$ cat config.mk
export PLATFORM = sky130hd
export DESIGN_NAME = sgmii_reg_bank
export DESIGN_NICKNAME = d
export VERILOG_FILES = /design/src/rtl/sgmii_regs_pkg.sv /design/src/rtl/sgmii_reg_channel.sv /design/src/rtl/sgmii_reg_bank.sv
export SDC_FILE = /design/constraint.sdc
export NUM_CORES = 1
export LEC_CHECK = 0
export CAP_MARGIN = 0
export CELL_PAD_IN_SITES_DETAIL_PLACEMENT = 0
export CELL_PAD_IN_SITES_GLOBAL_PLACEMENT = 1
export CORE_ASPECT_RATIO = 1.25
export CORE_MARGIN = 8
export CORE_UTILIZATION = 28
export DETAILED_ROUTE_END_ITERATION = 12
export PLACE_DENSITY_LB_ADDON = 0.15
export SLEW_MARGIN = 20
export SYNTH_ARGS = -nofsm -noshare
export SYNTH_HDL_FRONTEND = slang
export SYNTH_SLANG_ARGS = --single-unit
$ cat constraint.sdc
create_clock -name i_Clk -period 2 [get_ports i_Clk]
set_input_delay 0.4 -clock i_Clk [delete_from_list [all_inputs] [get_ports i_Clk]]
set_output_delay 0.4 -clock i_Clk [all_outputs]
set_load 0.05 [all_outputs]
$ cat src/rtl/sgmii_regs_pkg.sv
// ---------------------------------------------------------------------------
// sgmii_regs_pkg
// Shared constants for the multi-channel SGMII / 1000BASE-X PCS register bank:
// register indices, reset defaults, the transmit-state CONFIG encoding and the
// bit positions of the control, interrupt and mode registers.
// Optional feature macro used by the bank: SGMII_REG_IRQ_EN.
// ---------------------------------------------------------------------------
package sgmii_regs_pkg;

  // Register indices (i_Addr[6:2])
  localparam logic [4:0] cRegControl   = 5'h00;
  localparam logic [4:0] cRegStatus    = 5'h01;
  localparam logic [4:0] cRegLcAdv     = 5'h04;
  localparam logic [4:0] cRegLpAdv     = 5'h05;
  localparam logic [4:0] cRegTimerLo   = 5'h08;
  localparam logic [4:0] cRegTimerHi   = 5'h09;
  localparam logic [4:0] cRegScratch   = 5'h0A;
  localparam logic [4:0] cRegIrqStatus = 5'h10;
  localparam logic [4:0] cRegIrqMask   = 5'h11;
  localparam logic [4:0] cRegMode      = 5'h1F;

  // Reset defaults; the control mask keeps only implemented control bits
  localparam logic [15:0] cControlDefault = 16'h1140;
  localparam logic [15:0] cControlMask    = 16'hFB40;
  localparam logic [15:0] cLcAdvDefault   = 16'h01A0;
  localparam logic [15:0] cScratchDefault = 16'h2000;

  // Transmit state machine encoding seen on i_XmitState
  localparam logic [2:0] cXmitIDLE   = 3'd0;
  localparam logic [2:0] cXmitCONFIG = 3'd1;
  localparam logic [2:0] cXmitDATA   = 3'd2;

  // Control register bit positions
  localparam int cCtlReset     = 15;
  localparam int cCtlLoopback  = 14;
  localparam int cCtlSpeedLsb  = 13;
  localparam int cCtlANEnable  = 12;
  localparam int cCtlPowerDown = 11;
  localparam int cCtlANRestart = 9;
  localparam int cCtlDuplex    = 8;
  localparam int cCtlSpeedMsb  = 6;

  // Interrupt status / mask bit positions
  localparam int cIrqLinkDown = 0;
  localparam int cIrqANDone   = 1;
  localparam int cIrqLpChange = 2;

  // Mode register bit positions
  localparam int cModeSgmii = 0;
  localparam int cModePhy   = 1;
  localparam int cModeLocal = 2;

endpackage

$ cat src/rtl/sgmii_reg_channel.sv
// ---------------------------------------------------------------------------
// sgmii_reg_channel
// One PCS channel's management registers: control (self-clearing reset,
// AN restart cleared by the CONFIG transmit state), latched-low link status,
// advertised ability formation, link timer, scratch, mode and, when
// SGMII_REG_IRQ_EN is defined, edge-detected interrupt status and mask.
// Ports:
//   i_Clk, i_Rst        clock, synchronous active-high reset
//   i_WrEn, i_RdEn      write / read strobe already decoded for this channel
//   i_RegIdx, i_WrData  register index and 16-bit write data
//   o_RdData            combinational read value of i_RegIdx
//   i_*                 per-channel PCS status inputs
//   o_*                 per-channel control / derived outputs
//   o_IrqReq            OR of masked interrupt status (0 without the feature)
// ---------------------------------------------------------------------------
module sgmii_reg_channel
  import sgmii_regs_pkg::*;
#(
  parameter logic [20:0] LINK_TIMER_DEFAULT = 21'h30D40
) (
  input  logic        i_Clk,
  input  logic        i_Rst,
  input  logic        i_WrEn,
  input  logic        i_RdEn,
  input  logic [4:0]  i_RegIdx,
  input  logic [15:0] i_WrData,
  output logic [15:0] o_RdData,
  input  logic [2:0]  i_XmitState,
  input  logic [15:0] i_TxConfigReg,
  input  logic [15:0] i_LpAdvAbility,
  input  logic        i_ANComplete,
  input  logic        i_SyncStatus,
  input  logic        i_PhyLink,
  input  logic        i_PhyDuplex,
  input  logic [1:0]  i_PhySpeed,
  output logic        o_MIIRst_L,
  output logic        o_ANEnable,
  output logic        o_ANRestart,
  output logic        o_Loopback,
  output logic        o_GXBPowerDown,
  output logic        o_SGMIIDuplex,
  output logic [1:0]  o_SGMIISpeed,
  output logic [15:0] o_LcAdvAbility,
  output logic [20:0] o_LinkTimer,
  output logic        o_IrqReq
);

  logic [15:0] ctl, lcAdv, scratch;
  logic [20:0] linkTimer;
  logic [2:0]  mode, irqStatus, irqMask;
  logic        linkLL;

  always_ff @(posedge i_Clk) begin
    if (i_Rst) begin
      ctl       <= cControlDefault;
      lcAdv     <= cLcAdvDefault;
      linkTimer <= LINK_TIMER_DEFAULT;
      scratch   <= cScratchDefault;
      mode      <= '0;
      linkLL    <= 1'b0;
    end else begin
      if (i_WrEn && i_RegIdx == cRegControl) begin
        ctl <= i_WrData & cControlMask;
      end else begin
        ctl[cCtlReset] <= 1'b0;
        if (i_XmitState == cXmitCONFIG) ctl[cCtlANRestart] <= 1'b0;
      end
      if (i_WrEn && i_RegIdx == cRegLcAdv)   lcAdv            <= i_WrData;
      if (i_WrEn && i_RegIdx == cRegTimerLo) linkTimer[15:0]  <= i_WrData;
      if (i_WrEn && i_RegIdx == cRegTimerHi) linkTimer[20:16] <= i_WrData[4:0];
      if (i_WrEn && i_RegIdx == cRegScratch) scratch          <= i_WrData;
      if (i_WrEn && i_RegIdx == cRegMode)    mode             <= i_WrData[2:0];
      // A sync drop overrides a coincident status read
      if (!i_SyncStatus)                           linkLL <= 1'b0;
      else if (i_RdEn && i_RegIdx == cRegStatus)  linkLL <= 1'b1;
    end
  end

`ifdef SGMII_REG_IRQ_EN
  logic        syncPrev, anPrev;
  logic [15:0] lpPrev;
  logic [2:0]  irqEvent;

  always_comb begin
    irqEvent               = '0;
    irqEvent[cIrqLinkDown] = syncPrev & ~i_SyncStatus;
    irqEvent[cIrqANDone]   = ~anPrev & i_ANComplete;
    irqEvent[cIrqLpChange] = (lpPrev != i_LpAdvAbility);
  end

  // History always follows the inputs, including during reset, so no event
  // is seen on the first cycle after reset is released.
  always_ff @(posedge i_Clk) begin
    syncPrev <= i_SyncStatus;
    anPrev   <= i_ANComplete;
    lpPrev   <= i_LpAdvAbility;
    if (i_Rst) begin
      irqStatus <= '0;
      irqMask   <= '0;
    end else begin
      // New events are OR-ed after the clear so they win over write-1-to-clear
      if (i_WrEn && i_RegIdx == cRegIrqStatus)
        irqStatus <= (irqStatus & ~i_WrData[2:0]) | irqEvent;
      else
        irqStatus <= irqStatus | irqEvent;
      if (i_WrEn && i_RegIdx == cRegIrqMask) irqMask <= i_WrData[2:0];
    end
  end

  assign o_IrqReq = |(irqStatus & irqMask);
`else
  assign irqStatus = '0;
  assign irqMask   = '0;
  assign o_IrqReq  = 1'b0;
`endif

  // Advertised ability depends on SGMII / PHY-side mode
  always_comb begin
    if (!mode[cModeSgmii])
      o_LcAdvAbility = {1'b0, i_TxConfigReg[15], lcAdv[13:12], 3'b000,
                        lcAdv[8:7], 2'b01, 5'b00000};
    else if (mode[cModePhy])
      o_LcAdvAbility = {i_PhyLink, i_TxConfigReg[15], 1'b0,
                        i_PhyDuplex | lcAdv[12], i_PhySpeed | lcAdv[11:10], 10'h1};
    else
      o_LcAdvAbility = {1'b0, i_TxConfigReg[15], 1'b0, 3'b000, 10'h1};
  end

  always_comb begin
    if (!mode[cModeSgmii]) begin
      o_SGMIISpeed  = 2'b10;
      o_SGMIIDuplex = 1'b1;
    end else if (mode[cModeLocal]) begin
      o_SGMIISpeed  = {ctl[cCtlSpeedMsb] | i_PhySpeed[1], ctl[cCtlSpeedLsb] | i_PhySpeed[0]};
      o_SGMIIDuplex = ctl[cCtlDuplex] | i_PhyDuplex;
    end else begin
      o_SGMIISpeed  = i_LpAdvAbility[11:10];
      o_SGMIIDuplex = i_LpAdvAbility[12];
    end
  end

  // Control bit 15 is self-clearing, so it always reads back as 0
  always_comb begin
    o_RdData = '0;
    case (i_RegIdx)
      cRegControl:   o_RdData = {1'b0, ctl[14:0]};
      cRegStatus:    o_RdData = {9'h0, i_ANComplete, 2'b01, linkLL, i_SyncStatus, 2'b00};
      cRegLcAdv:     o_RdData = o_LcAdvAbility;
      cRegLpAdv:     o_RdData = i_LpAdvAbility;
      cRegTimerLo:   o_RdData = linkTimer[15:0];
      cRegTimerHi:   o_RdData = {11'h0, linkTimer[20:16]};
      cRegScratch:   o_RdData = scratch;
      cRegIrqStatus: o_RdData = {13'h0, irqStatus};
      cRegIrqMask:   o_RdData = {13'h0, irqMask};
      cRegMode:      o_RdData = {13'h0, mode};
      default:       o_RdData = '0;
    endcase
  end

  assign o_MIIRst_L     = ~ctl[cCtlReset];
  assign o_ANEnable     = ctl[cCtlANEnable];
  assign o_ANRestart    = ctl[cCtlANRestart];
  assign o_Loopback     = ctl[cCtlLoopback];
  assign o_GXBPowerDown = ctl[cCtlPowerDown];
  assign o_LinkTimer    = linkTimer;

  // Backing bits that no mode uses in the advertised word
  logic unusedChBits;
  assign unusedChBits = ^{lcAdv[15:14], lcAdv[9], lcAdv[6:0], i_TxConfigReg[14:0]};

endmodule

$ cat src/rtl/sgmii_reg_bank.sv
// ---------------------------------------------------------------------------
// sgmii_reg_bank
// NUM_CH-channel SGMII / 1000BASE-X PCS management register bank behind one
// pipelined Wishbone slave. Every strobe is accepted (o_Stall = 0) and acked
// one cycle later; read data is registered and held until the next read.
// Address: register = i_Addr[6:2], channel = i_Addr[ADDR_W-1:7]; channels at
// or above NUM_CH ignore writes, read 0 and are still acked.
// Optional feature: SGMII_REG_IRQ_EN builds interrupt status/mask and o_Irq.
// Ports:
//   i_Clk, i_Rst                     clock, synchronous active-high reset
//   i_Cyc, i_Stb, i_WEn, i_Addr,
//   i_WrData, o_RdData, o_Ack,
//   o_Stall                          Wishbone slave
//   i_XmitState .. i_PhySpeed        packed per-channel PCS status
//   o_MIIRst_L .. o_LinkTimer        packed per-channel control / derived
//   o_Irq                            registered OR of masked interrupt status
// ---------------------------------------------------------------------------
module sgmii_reg_bank
  import sgmii_regs_pkg::*;
#(
  parameter int          NUM_CH             = 4,
  parameter int          ADDR_W             = 10,
  parameter logic [20:0] LINK_TIMER_DEFAULT = 21'h30D40
) (
  input  logic                   i_Clk,
  input  logic                   i_Rst,
  input  logic                   i_Cyc,
  input  logic                   i_Stb,
  input  logic                   i_WEn,
  input  logic [ADDR_W-1:0]      i_Addr,
  input  logic [31:0]            i_WrData,
  output logic [31:0]            o_RdData,
  output logic                   o_Ack,
  output logic                   o_Stall,
  input  logic [3*NUM_CH-1:0]    i_XmitState,
  input  logic [16*NUM_CH-1:0]   i_TxConfigReg,
  input  logic [16*NUM_CH-1:0]   i_LpAdvAbility,
  input  logic [NUM_CH-1:0]      i_ANComplete,
  input  logic [NUM_CH-1:0]      i_SyncStatus,
  input  logic [NUM_CH-1:0]      i_PhyLink,
  input  logic [NUM_CH-1:0]      i_PhyDuplex,
  input  logic [2*NUM_CH-1:0]    i_PhySpeed,
  output logic [NUM_CH-1:0]      o_MIIRst_L,
  output logic [NUM_CH-1:0]      o_ANEnable,
  output logic [NUM_CH-1:0]      o_ANRestart,
  output logic [NUM_CH-1:0]      o_Loopback,
  output logic [NUM_CH-1:0]      o_GXBPowerDown,
  output logic [NUM_CH-1:0]      o_SGMIIDuplex,
  output logic [2*NUM_CH-1:0]    o_SGMIISpeed,
  output logic [16*NUM_CH-1:0]   o_LcAdvAbility,
  output logic [21*NUM_CH-1:0]   o_LinkTimer,
  output logic                   o_Irq
);

  localparam int CH_W = (NUM_CH > 1) ? $clog2(NUM_CH) : 1;
  localparam int CI_W = ADDR_W - 7;

  logic            acc, wrAcc, rdAcc, chValid;
  logic [CI_W-1:0] chIdx;
  logic [CH_W-1:0] chSel;
  logic [4:0]      regIdx;
  logic [15:0]     chRdData [NUM_CH];
  logic [NUM_CH-1:0] chIrq;
  logic [15:0]     selRd;

  assign acc    = i_Cyc & i_Stb;
  assign wrAcc  = acc & i_WEn;
  assign rdAcc  = acc & ~i_WEn;
  assign regIdx = i_Addr[6:2];
  // Full upper address is range-checked so aliases above NUM_CH are rejected
  assign chIdx   = i_Addr[ADDR_W-1:7];
  assign chSel   = chIdx[CH_W-1:0];
  assign chValid = (32'(chIdx) < 32'(NUM_CH));
  assign o_Stall = 1'b0;

  for (genvar g = 0; g < NUM_CH; g++) begin : gCh
    sgmii_reg_channel #(.LINK_TIMER_DEFAULT(LINK_TIMER_DEFAULT)) uCh (
      .i_Clk          (i_Clk),
      .i_Rst          (i_Rst),
      .i_WrEn         (wrAcc && chValid && (chSel == CH_W'(g))),
      .i_RdEn         (rdAcc && chValid && (chSel == CH_W'(g))),
      .i_RegIdx       (regIdx),
      .i_WrData       (i_WrData[15:0]),
      .o_RdData       (chRdData[g]),
      .i_XmitState    (i_XmitState[3*g +: 3]),
      .i_TxConfigReg  (i_TxConfigReg[16*g +: 16]),
      .i_LpAdvAbility (i_LpAdvAbility[16*g +: 16]),
      .i_ANComplete   (i_ANComplete[g]),
      .i_SyncStatus   (i_SyncStatus[g]),
      .i_PhyLink      (i_PhyLink[g]),
      .i_PhyDuplex    (i_PhyDuplex[g]),
      .i_PhySpeed     (i_PhySpeed[2*g +: 2]),
      .o_MIIRst_L     (o_MIIRst_L[g]),
      .o_ANEnable     (o_ANEnable[g]),
      .o_ANRestart    (o_ANRestart[g]),
      .o_Loopback     (o_Loopback[g]),
      .o_GXBPowerDown (o_GXBPowerDown[g]),
      .o_SGMIIDuplex  (o_SGMIIDuplex[g]),
      .o_SGMIISpeed   (o_SGMIISpeed[2*g +: 2]),
      .o_LcAdvAbility (o_LcAdvAbility[16*g +: 16]),
      .o_LinkTimer    (o_LinkTimer[21*g +: 21]),
      .o_IrqReq       (chIrq[g])
    );
  end

  assign selRd = chValid ? chRdData[chSel] : 16'h0;

  // Bus response stage: ack and read data registered one cycle after accept
  always_ff @(posedge i_Clk) begin
    if (i_Rst) begin
      o_Ack    <= 1'b0;
      o_RdData <= '0;
    end else begin
      o_Ack <= acc;
      if (rdAcc) o_RdData <= {16'h0, selRd};
    end
  end

`ifdef SGMII_REG_IRQ_EN
  always_ff @(posedge i_Clk) begin
    if (i_Rst) o_Irq <= 1'b0;
    else       o_Irq <= |chIrq;
  end
  logic unusedTop;
  assign unusedTop = ^{i_WrData[31:16], i_Addr[1:0]};
`else
  assign o_Irq = 1'b0;
  logic unusedTop;
  assign unusedTop = ^{i_WrData[31:16], i_Addr[1:0], chIrq};
`endif

endmodule

==> impl_metrics.py <==
metrics = {
    "outcome": {
        "status": "complete, no violations",
    },
    "routing": {
        "drtPass1Iterations": 6,
        "drt-wirelength-per-cell_microns": 24.1,
        "avgViaCountPerCell": 5.12,
        "drc": 0,
        "drt_iter0_drc": 912,
        "finalWirelength_mm": 61.5,
        "vias": 13100,
        "ant_nets": 0,
    },
    "worst_setup_path": {
        "cp.required_ps": 1600,
        "cpPeakStageDelay_ps": 370,
        "cp_top_family": "flip-flops",
        "crit_type": "flop to primary output",
        "arrival_ps": 1570,
        "worstSetupStartpointType": "flop",
        "slowest_stage": "dfxtp_4",
        "path_cells": "buf_4 -> and3_2 -> buf_12",
        "critPathMaxFanout": 7,
        "worst_setup_path_end_kind": "primary output",
        "critPathBufInv": 2,
    },
    "pwr": {
        "peakVddDrop_v": 0.000608,
        "p_leak_nw": 6.63,
        "powerDensity_nw_per_um2": 648,
    },
    "clock_tree": {
        "clk_pin_slew_worst_paths_ps": 60,
        "numCtsBuffers": 28,
        "cts_root_buf": "clkbuf_16",
        "cts_tree": "yes",
        "ctsHoldBuffers": 0,
        "cts.sinks": 237,
        "clock_latency_ps": 560,
        "clockBufferDepth": 3,
        "h-tree-depth": 1,
    },
    "global_route": {
        "grt_overflow": 0,
        "grt_pass1_vias": 13200,
        "grt_pass1_wl_mm": 88.4,
        "grt_max_degree": 112,
        "grtUsageTotal_pct": 24.4,
        "antenna_found_initial": 3,
    },
    "sta": {
        "final-hold-violation-count": 0,
        "fmax_ghz": 0.508,
        "whs_ps": 266,
        "slew_violations": 0,
        "grt_setup_unrepaired": "true",
        "max-slew-margin-rel_pct": 60.5,
        "setup_viol": 0,
        "period_share_pct": 98.4,
        "tightest_slew_ps": 593,
        "timing.final.ws_setup_ps": 32.6,
        "period_needed_ps": 1970,
        "skew_ps": 11.5,
    },
    "placement": {
        "port_buffers": 305,
        "dp_hpwl_mm": 47.5,
        "place.gp.congestion": 0.936,
        "pre_cts_slack_ps": -747,
        "placed_area_sq_um": 16200,
        "numPlacedInstances": 2489,
    },
    "synthesis": {
        "syn_area_per_cell_sq_um": 7.30,
        "syn_inst": 1585,
        "yosys-top-cells-count": "nand2_1, dfxtp_1, a21oi_1",
        "synth_edf_count": 0,
        "synth_top_area_share_pct": 41.0,
        "synth_area_leaders": "dfxtp_1, nand2_1, a21oi_1, buf_4, a22oi_1",
        "synth_area_sq_um": 11600,
        "yosysUniqueCellTypes": 53,
        "synth_top_cell_by_area": "dfxtp_1",
        "ys_seq_area_share_pct": 41.0,
        "synthFlopType": "dfxtp_1",
        "yosys_warnings": 0,
        "synth_seq_cells": 237,
        "async_reset_ff_share_pct": 0,
        "yosysMostFrequentCell": "nand2_1",
    },
    "floorplan": {
        "io_pins": 426,
        "dieArea_sq_um": 48100,
        "core_area_sq_um": 40900,
        "die_x_microns": 198,
        "start_util_pct": 28.3,
        "die_h_microns": 243,
        "rows": 83,
    },
    "min_path": {
        "min_path_type": "input port to flop",
    },
    "job": {
        "maxCapViolCount": 0,
    },
    "final_layout": {
        "nNetsFinal": 2191,
        "drive_gt1_share_pct": 24.2,
        "area_growth_pct": 50.6,
        "fill_cells": 4184,
        "final_area_sq_um": 17400,
        "finalNonFillerCells": 2554,
    },
}
==> layer usage <==
metal	up-vias	share of wire [%]	global-route usage (%)
met1	6212	40	28.9
met4	2	4.5	10.8
li1	6140	-	-
met3	129	6.1	3.39
met2	596	50	43.0
met5	-	0.020	0
==> sequential cells by signal, indices dropped and copies added (netlist names) <==
name                 flops
gCh.uCh.scratch         64
o_RdData                16
gCh.uCh.lcAdv           24
gCh.uCh.linkLL           4
gCh.uCh.mode            12
gCh.uCh.o_LinkTimer     84
gCh.uCh.ctl             32
o_Ack                    1
==> worst register-to-register path, cell delays in order, from the launching register on <==
cell     delay [ps]
dfxtp_4         360
buf_4           140
nand2_1         130
nor2_1           70
buf_4           150
a22oi_1         250
nand3_1         120
a32oi_1         190
o21ai_0         100
==> cell type report <==
cell class	count	area, sq um	share of cell area [%]
antenna	2	5.00	0.0287
clock buffer	42	835	4.79
clock inverter	8	119	0.682
inverter	14	52.6	0.301
multi-input combinational	1176	5920	33.9
sequential	237	4770	27.4
tap	552	691	3.96
timing repair buffer	523	5040	28.9
==> cell families (layout without fill, tap and decap cells) <==
kind of cell           count (synthesis)  after routing  synth area share (%)
AO/OA/AOI/OAI                        423            423                  22.0
flip-flops                           237            237                  41.0
other                                  1             44                0.0324
AND/OR/NAND/NOR                      702            702                  26.0
multiplexers                           9              9                 0.832
buffers and inverters                213            587                  10.2
==> report_power, final <==
part | internal [mW] | switching [mW]
clock | 3.25 | 2.10
sequential | 4.72 | 0.00364
combinational | 0.474 | 0.752
total | 8.44 | 2.85
==> layout by cell type (no fill, tap or decap), types with 5 or more instances in the layout <==
| cell | netlist | routed |
|---|---|---|
| mux2_2 | 5 | 5 |
| clkbuf_8 | 0 | 6 |
| dfxtp_2 | 0 | 7 |
| nand4_1 | 13 | 13 |
| a221oi_1 | 17 | 16 |
| buf_12 | 0 | 59 |
| a21oi_2 | 0 | 8 |
| dfxtp_1 | 237 | 225 |
| clkbuf_1 | 76 | 7 |
| a22o_1 | 7 | 7 |
| nand2b_1 | 6 | 6 |
| a31oi_1 | 11 | 11 |
| nor2_4 | 3 | 6 |
| buf_4 | 86 | 314 |
| nand3_1 | 91 | 91 |
| conb_1 | 1 | 42 |
| dlygate4sd2_1 | 0 | 16 |
| clkdlybuf4s50_1 | 0 | 126 |
| nor2_1 | 66 | 57 |
| inv_1 | 14 | 14 |
| nor2_2 | 5 | 11 |
| clkbuf_16 | 0 | 30 |
| nand2_1 | 461 | 459 |
| a22oi_1 | 77 | 77 |
| dfxtp_4 | 0 | 5 |
| a32oi_1 | 5 | 5 |
| a222oi_1 | 10 | 10 |
| o21ai_0 | 64 | 63 |
| nor2b_1 | 18 | 18 |
| nor3_1 | 8 | 7 |
| a21oi_1 | 213 | 205 |
==> worst paths after layout <==
kind | startpoint | to | slack [ps] | depth (start not counted)
max | gCh[3].uCh.mode[0] | o_LcAdvAbility[63] | 30 | 3
min | i_Rst | o_RdData[4] | 270 | 4
max reg2reg | gCh[3].uCh.mode[0] | o_RdData[10] | 390 | 8
min reg2reg | gCh[3].uCh.scratch[1] | gCh[3].uCh.scratch[1] | 450 | 2
==> what timing repair did <==
item,CTS,global route
pin swaps,0,1
endpoints found under the setup margin,91,37
cloned,0,1
gates resized for setup,52,21
buffers inserted,7,5
==> metrics by stage <==
step	utilization [%]	TNS, ps	total power, mW
2_1_floorplan	-	-15.2	5.44
3_3_place_gp	39.7	-115460	6.04
3_5_place_dp	39.7	-120120	6.04
4_1_cts	42.3	0	11.4
5_1_grt	42.6	-2.96	11.6
6_report	42.6	0	11.3
No activity file was read; power rests on OpenSTA's default activity.
